File: src/rtl/tt_um_hoene_frame_controller_pkg.sv
// Shared definitions for the smart-LED receive-path frame controller.
package tt_um_hoene_frame_controller_pkg;

   // Frame sequencing states
   typedef enum logic [1:0] {
      ST_IDLE    = 2'd0,
      ST_RECEIVE = 2'd1,
      ST_FORWARD = 2'd2,
      ST_ERROR   = 2'd3
   } state_t;

   // Default geometry: RGB 8:8:8 colour word, 64-clock inter-frame gap
   localparam int DEF_DATA_BITS   = 24;
   localparam int DEF_IDLE_CYCLES = 64;
   localparam int DEF_CNT_W       = 7;

endpackage

File: src/rtl/tt_um_hoene_idle_timer.sv
// Saturating idle counter: cleared by each bit event, flags the end of a frame
// when IDLE_CYCLES clocks have passed without one.
module tt_um_hoene_idle_timer #(
   parameter int CNT_W       = 7,
   parameter int IDLE_CYCLES = 64
) (
   input  logic clk,
   input  logic rst,
   input  logic clear,
   output logic timeout
);

   localparam logic [CNT_W-1:0] CNT_LAST = CNT_W'(IDLE_CYCLES - 1);
   localparam logic [CNT_W-1:0] CNT_SAT  = CNT_W'(IDLE_CYCLES);

   logic [CNT_W-1:0] count_reg;

   // Count bit-free clocks, holding at IDLE_CYCLES so the timeout fires once
   always_ff @(posedge clk) begin
      if (rst)
         count_reg <= '0;
      else if (clear)
         count_reg <= '0;
      else if (count_reg != CNT_SAT)
         count_reg <= count_reg + 1'b1;
   end

   // A bit event in the same cycle always cancels the timeout
   assign timeout = (count_reg == CNT_LAST) && !clear;

endmodule

File: src/rtl/tt_um_hoene_frame_controller.sv
// Frames the decoded bit stream of one smart LED: keeps the first DATA_BITS
// bits as the local colour and forwards the rest down the chain.
module tt_um_hoene_frame_controller
   import tt_um_hoene_frame_controller_pkg::*;
#(
   parameter int DATA_BITS   = DEF_DATA_BITS,
   parameter int IDLE_CYCLES = DEF_IDLE_CYCLES,
   parameter int CNT_W       = DEF_CNT_W
) (
   input  logic                 clk,
   input  logic                 rst,
   input  logic                 dec_data,
   input  logic                 dec_clk,
   input  logic                 dec_error,
   output logic [DATA_BITS-1:0] color,
   output logic                 color_valid,
   output logic                 fwd_enable,
   output logic                 fwd_data,
   output logic                 fwd_strobe,
   output logic                 busy,
   output logic                 frame_error
);

   localparam logic [CNT_W-1:0] LAST_BIT = CNT_W'(DATA_BITS - 1);
   localparam logic [CNT_W-1:0] ALL_BITS = CNT_W'(DATA_BITS);

   state_t                 state_reg, state_next;
   logic                   dec_clk_q;
   logic [DATA_BITS-2:0]   shadow_reg, shadow_next;
   logic [CNT_W-1:0]       bit_cnt_reg, bit_cnt_next;
   logic [DATA_BITS-1:0]   color_reg, color_next;
   logic                   color_valid_reg, color_valid_next;
   logic                   fwd_enable_reg, fwd_enable_next;
   logic                   fwd_data_reg, fwd_data_next;
   logic                   fwd_strobe_reg, fwd_strobe_next;
   logic                   busy_reg, busy_next;
   logic                   frame_error_reg, frame_error_next;
   logic                   bit_event;
   logic                   timeout;

   assign bit_event = dec_clk & ~dec_clk_q;

   tt_um_hoene_idle_timer #(
      .CNT_W       (CNT_W),
      .IDLE_CYCLES (IDLE_CYCLES)
   ) u_idle_timer (
      .clk     (clk),
      .rst     (rst),
      .clear   (bit_event),
      .timeout (timeout)
   );

   // State, datapath and output registers
   always_ff @(posedge clk) begin
      if (rst) begin
         state_reg       <= ST_IDLE;
         dec_clk_q       <= 1'b0;
         shadow_reg      <= '0;
         bit_cnt_reg     <= '0;
         color_reg       <= '0;
         color_valid_reg <= 1'b0;
         fwd_enable_reg  <= 1'b0;
         fwd_data_reg    <= 1'b0;
         fwd_strobe_reg  <= 1'b0;
         busy_reg        <= 1'b0;
         frame_error_reg <= 1'b0;
      end else begin
         state_reg       <= state_next;
         dec_clk_q       <= dec_clk;
         shadow_reg      <= shadow_next;
         bit_cnt_reg     <= bit_cnt_next;
         color_reg       <= color_next;
         color_valid_reg <= color_valid_next;
         fwd_enable_reg  <= fwd_enable_next;
         fwd_data_reg    <= fwd_data_next;
         fwd_strobe_reg  <= fwd_strobe_next;
         busy_reg        <= busy_next;
         frame_error_reg <= frame_error_next;
      end
   end

   // Next-state logic; decoder error outranks a bit event, which outranks timeout
   always_comb begin
      state_next       = state_reg;
      shadow_next      = shadow_reg;
      bit_cnt_next     = bit_cnt_reg;
      color_next       = color_reg;
      color_valid_next = 1'b0;
      fwd_data_next    = fwd_data_reg;
      fwd_strobe_next  = 1'b0;
      frame_error_next = frame_error_reg;

      case (state_reg)
         ST_IDLE: begin
            // dec_error is meaningless between frames and is ignored here
            if (bit_event) begin
               shadow_next      = {{(DATA_BITS-2){1'b0}}, dec_data};
               bit_cnt_next     = CNT_W'(1);
               frame_error_next = 1'b0;
               state_next       = ST_RECEIVE;
            end
         end
         ST_RECEIVE: begin
            if (dec_error) begin
               shadow_next      = '0;
               bit_cnt_next     = '0;
               frame_error_next = 1'b1;
               state_next       = ST_ERROR;
            end else if (bit_event) begin
               if (bit_cnt_reg == LAST_BIT) begin
                  color_next       = {shadow_reg, dec_data};
                  color_valid_next = 1'b1;
                  bit_cnt_next     = ALL_BITS;
                  state_next       = ST_FORWARD;
               end else begin
                  shadow_next  = {shadow_reg[DATA_BITS-3:0], dec_data};
                  bit_cnt_next = bit_cnt_reg + 1'b1;
               end
            end else if (timeout) begin
               // Truncated frame: drop the partial word, keep the old colour
               shadow_next      = '0;
               bit_cnt_next     = '0;
               frame_error_next = 1'b1;
               state_next       = ST_IDLE;
            end
         end
         ST_FORWARD: begin
            if (dec_error) begin
               shadow_next      = '0;
               bit_cnt_next     = '0;
               frame_error_next = 1'b1;
               state_next       = ST_ERROR;
            end else if (bit_event) begin
               fwd_data_next   = dec_data;
               fwd_strobe_next = 1'b1;
            end else if (timeout) begin
               bit_cnt_next = '0;
               state_next   = ST_IDLE;
            end
         end
         default: begin
            // ST_ERROR: swallow the rest of the frame until the line goes quiet
            if (timeout)
               state_next = ST_IDLE;
         end
      endcase

      fwd_enable_next = (state_next == ST_FORWARD);
      busy_next       = (state_next != ST_IDLE);
   end

   assign color       = color_reg;
   assign color_valid = color_valid_reg;
   assign fwd_enable  = fwd_enable_reg;
   assign fwd_data    = fwd_data_reg;
   assign fwd_strobe  = fwd_strobe_reg;
   assign busy        = busy_reg;
   assign frame_error = frame_error_reg;

endmodule

File: config.mk
export PLATFORM = sky130hd
export DESIGN_NAME = tt_um_hoene_frame_controller
export DESIGN_NICKNAME = d
export VERILOG_FILES = /design/src/rtl/tt_um_hoene_frame_controller_pkg.sv /design/src/rtl/tt_um_hoene_idle_timer.sv /design/src/rtl/tt_um_hoene_frame_controller.sv
export SDC_FILE = /design/constraint.sdc
export NUM_CORES = 1
export LEC_CHECK = 0
export CAP_MARGIN = 30
export CORE_ASPECT_RATIO = 0.5
export CORE_MARGIN = 2
export CORE_UTILIZATION = 56
export DETAILED_ROUTE_END_ITERATION = 16
export PLACE_DENSITY = 0.91
export SYNTH_ARGS = -nofsm -noshare
export SYNTH_HDL_FRONTEND = slang
export SYNTH_SLANG_ARGS = --single-unit
File: constraint.sdc
create_clock -name clk -period 2.8 [get_ports clk]
set_input_delay 0.7 -clock clk [delete_from_list [all_inputs] [get_ports clk]]
set_output_delay 0.7 -clock clk [all_outputs]
set_load 0.05 [all_outputs]
==> impl_metrics.env <==
export IMPL_hold_slack_ns=0.4555
export IMPL_cp_required_ns=3.06
export IMPL_die_h_microns=57.00
export IMPL_post_cts_setup_buffers=0
export IMPL_fmax_mhz=420.1
export IMPL_min_period_ns=2.380
export IMPL_num_rows=19
export IMPL_globalRouteOverflowTotal=0
export IMPL_largest_reg_flops=24
export IMPL_via_per_inst=5.690
export IMPL_core_area_sq_um=5444
export IMPL_post_route_cell_area_sq_um=3791
export IMPL_drive_gt1_share_pct=8.393
export IMPL_netlist_area_sq_um=3146
export IMPL_cts_sinks=70
export IMPL_finalWorstSetupSlack_ns=0.4196
export IMPL_grt_pass1_wl_microns=12050
export IMPL_insertedDiodeCount=0
export IMPL_yosys_top_cells_count="nand2_1 (105), dfxtp_1 (70), a21oi_1 (32)"
export IMPL_cts_path_max_buffers=2
export IMPL_cts_resized=0
export IMPL_hp_start="color[13]"
export IMPL_ios=35
export IMPL_yosysWarningCount=0
export IMPL_dp_final_hpwl_microns=4820
export IMPL_clk_latency_ns=0.35
export IMPL_holdPathEnd="color[13]"
export IMPL_rr_worst_depth=7
export IMPL_max_slew_margin_rel_pct=37.27
export IMPL_reg2reg_to="bit_cnt_reg[4]"
export IMPL_path_class="primary input to register"
export IMPL_synth_fp_nets=387
export IMPL_rsz0062_at_grt="no"
export IMPL_pre_cts_ws_ns=0.1061
export IMPL_timing_final_crit_share_pct=85.02
export IMPL_drcViolationCount=0
export IMPL_crit_path_end_kind="register"
export IMPL_dr_pass1_iters=5
export IMPL_slew_violations=0
export IMPL_tightest_slew_ns=0.9324
export IMPL_p_leak_nw=1.359
export IMPL_worst_hold_path_type="register to register"
export IMPL_synth_top_area_share_pct=44.55
export IMPL_antenna_found_initial=0
export IMPL_start_util_pct=57.78
export IMPL_hold_violations=0
export IMPL_status="completed"
export IMPL_h_tree_depth=3
export IMPL_root_buffer="clkbuf_8"
export IMPL_cap_violations=0
export IMPL_dieWidth_microns=110.0
export IMPL_area_delta_synth_final_pct=20.53
export IMPL_place_congestion=0.9783
export IMPL_ys_ff_latch=70
export IMPL_cts_hold_buf=0
export IMPL_portBuffers=34
export IMPL_yosysMostFrequentCell="nand2_1"
export IMPL_r2r_start="state_reg[0]"
export IMPL_async_flop_share_pct=0
export IMPL_synth_edf_count=0
export IMPL_nets=424
export IMPL_synthTopCellsByArea="dfxtp_1 (45%), nand2_1 (13%), mux2i_1 (7.6%)"
export IMPL_synth_flop_cell="dfxtp_1"
export IMPL_ant_nets=0
export IMPL_setup_viol=0
export IMPL_tritoncts="built"
export IMPL_crit_arrival_ns=2.64
export IMPL_ir_drop_uv=735.4
export IMPL_drt_wirelength_per_cell_microns=14.52
export IMPL_drt_iter0_markers=195
export IMPL_cp_max_fo=9
export IMPL_start_kind="primary input"
export IMPL_grt_pass1_vias=2546
export IMPL_drt_total_wl_microns=7115
export IMPL_grt_max_degree=37
export IMPL_min_delay_path_depth=2
export IMPL_syn_instance_count=375
export IMPL_rrSetupSlack_ns=0.69
export IMPL_placed_cell_area_sq_um=3591
export IMPL_synth_yosys_seq_area_share_pct=44.55
export IMPL_powerDensity_nw_per_um2=701.1
export IMPL_cts_buffers=9
export IMPL_synth_cell_types=51
export IMPL_clk_pin_slew_ns=0.07
export IMPL_skew_ns=0.006601
export IMPL_die_area_sq_um=6269
export IMPL_syn_area_per_cell_sq_um=8.388
export IMPL_synth_top_area_cell="dfxtp_1"
export IMPL_grt_usage_pct=25.23
export IMPL_vias=2788
export IMPL_setup_tns_ns=0
## logic make-up after synthesis
logic type / count (synthesis) / synth area share [%]
DFF: 70 / 44.55
AOI/OAI and AO/OA: 74 / 14.72
adders and majority gates: 7 / 2.784
buffers and inverters: 30 / 4.534
and+or+nand+nor: 164 / 24.11
muxes: 24 / 7.637
xor gates and xnor gates: 6 / 1.671
## critical path: stages
cell,delay [ns]
clkdlybuf4s50_1,0.49
nor2b_1,0.48
nor4_1,0.25
or3_1,0.46
o31ai_1,0.26
## report_power, final
group / switching (mW) / internal (mW) / leakage [nW]
registers: 0.0380 / 1.04 / 0.566
logic: 0.443 / 0.317 / 0.698
clock network: 0.385 / 0.435 / 0.0955
## cells in the final DEF (no fill, tap or decap), types with 2 or more instances in the layout
cell             count
buf_4               13
mux2i_1             24
nand2_1            105
and3_1               2
xnor2_1              5
clkinvlp_4           2
a21oi_1             32
a211oi_1             3
inv_1                8
nor2_1              10
a41oi_1              2
or4_1                2
nor2b_1              4
nor3_1               6
nor4_1               3
o31ai_1              3
o21ai_0             10
clkdlybuf4s50_1     34
nand3_1             12
ha_1                 7
a31oi_1              6
o211ai_1             2
nand4b_1             2
clkbuf_8            10
o41ai_1              2
or3_1                4
dfxtp_1             70
nand2b_1             5
## metrics by stage
stage               utilization (%)  total power, mW  std cells
floorplan                         -            1.621        375
global placement              65.96            1.832        474
detailed placement            65.96            1.842        474
CTS                           69.64            2.662        490
global route                  69.64            2.777        490
finish                        69.64            2.658        490
## cell type report
cell class              instances  area (sq um)
fillers                       433          1653
multi-input cells             275          1610
flip-flops and latches         70          1401
repair buffers                 48         457.9
clock buffers                  11         141.4
well taps                      73         91.34
clock inverters                 5         58.81
inverters                       8         30.03
## metal layers
layer	track usage (%)	routed length, microns	part of all wire [%]
met2	39.00	3296	46
met4	11.39	225	3.2
met1	31.70	3121	44
met3	9.371	472	6.6
met5	0	0	0
## worst max-delay path by stage
stage	start	end	slack, ns	cells past startpoint
global placement	dec_clk	shadow_reg[19]	0.18	6
detailed placement	dec_clk	bit_cnt_reg[4]	0.11	5
global route	dec_clk	bit_cnt_reg[4]	0.31	5
CTS	dec_clk	bit_cnt_reg[4]	0.48	5
finish	dec_clk	bit_cnt_reg[4]	0.42	5
floorplan	dec_clk	shadow_reg[0]	0.64	6
Note: power is estimated with default switching activity, not from simulation.
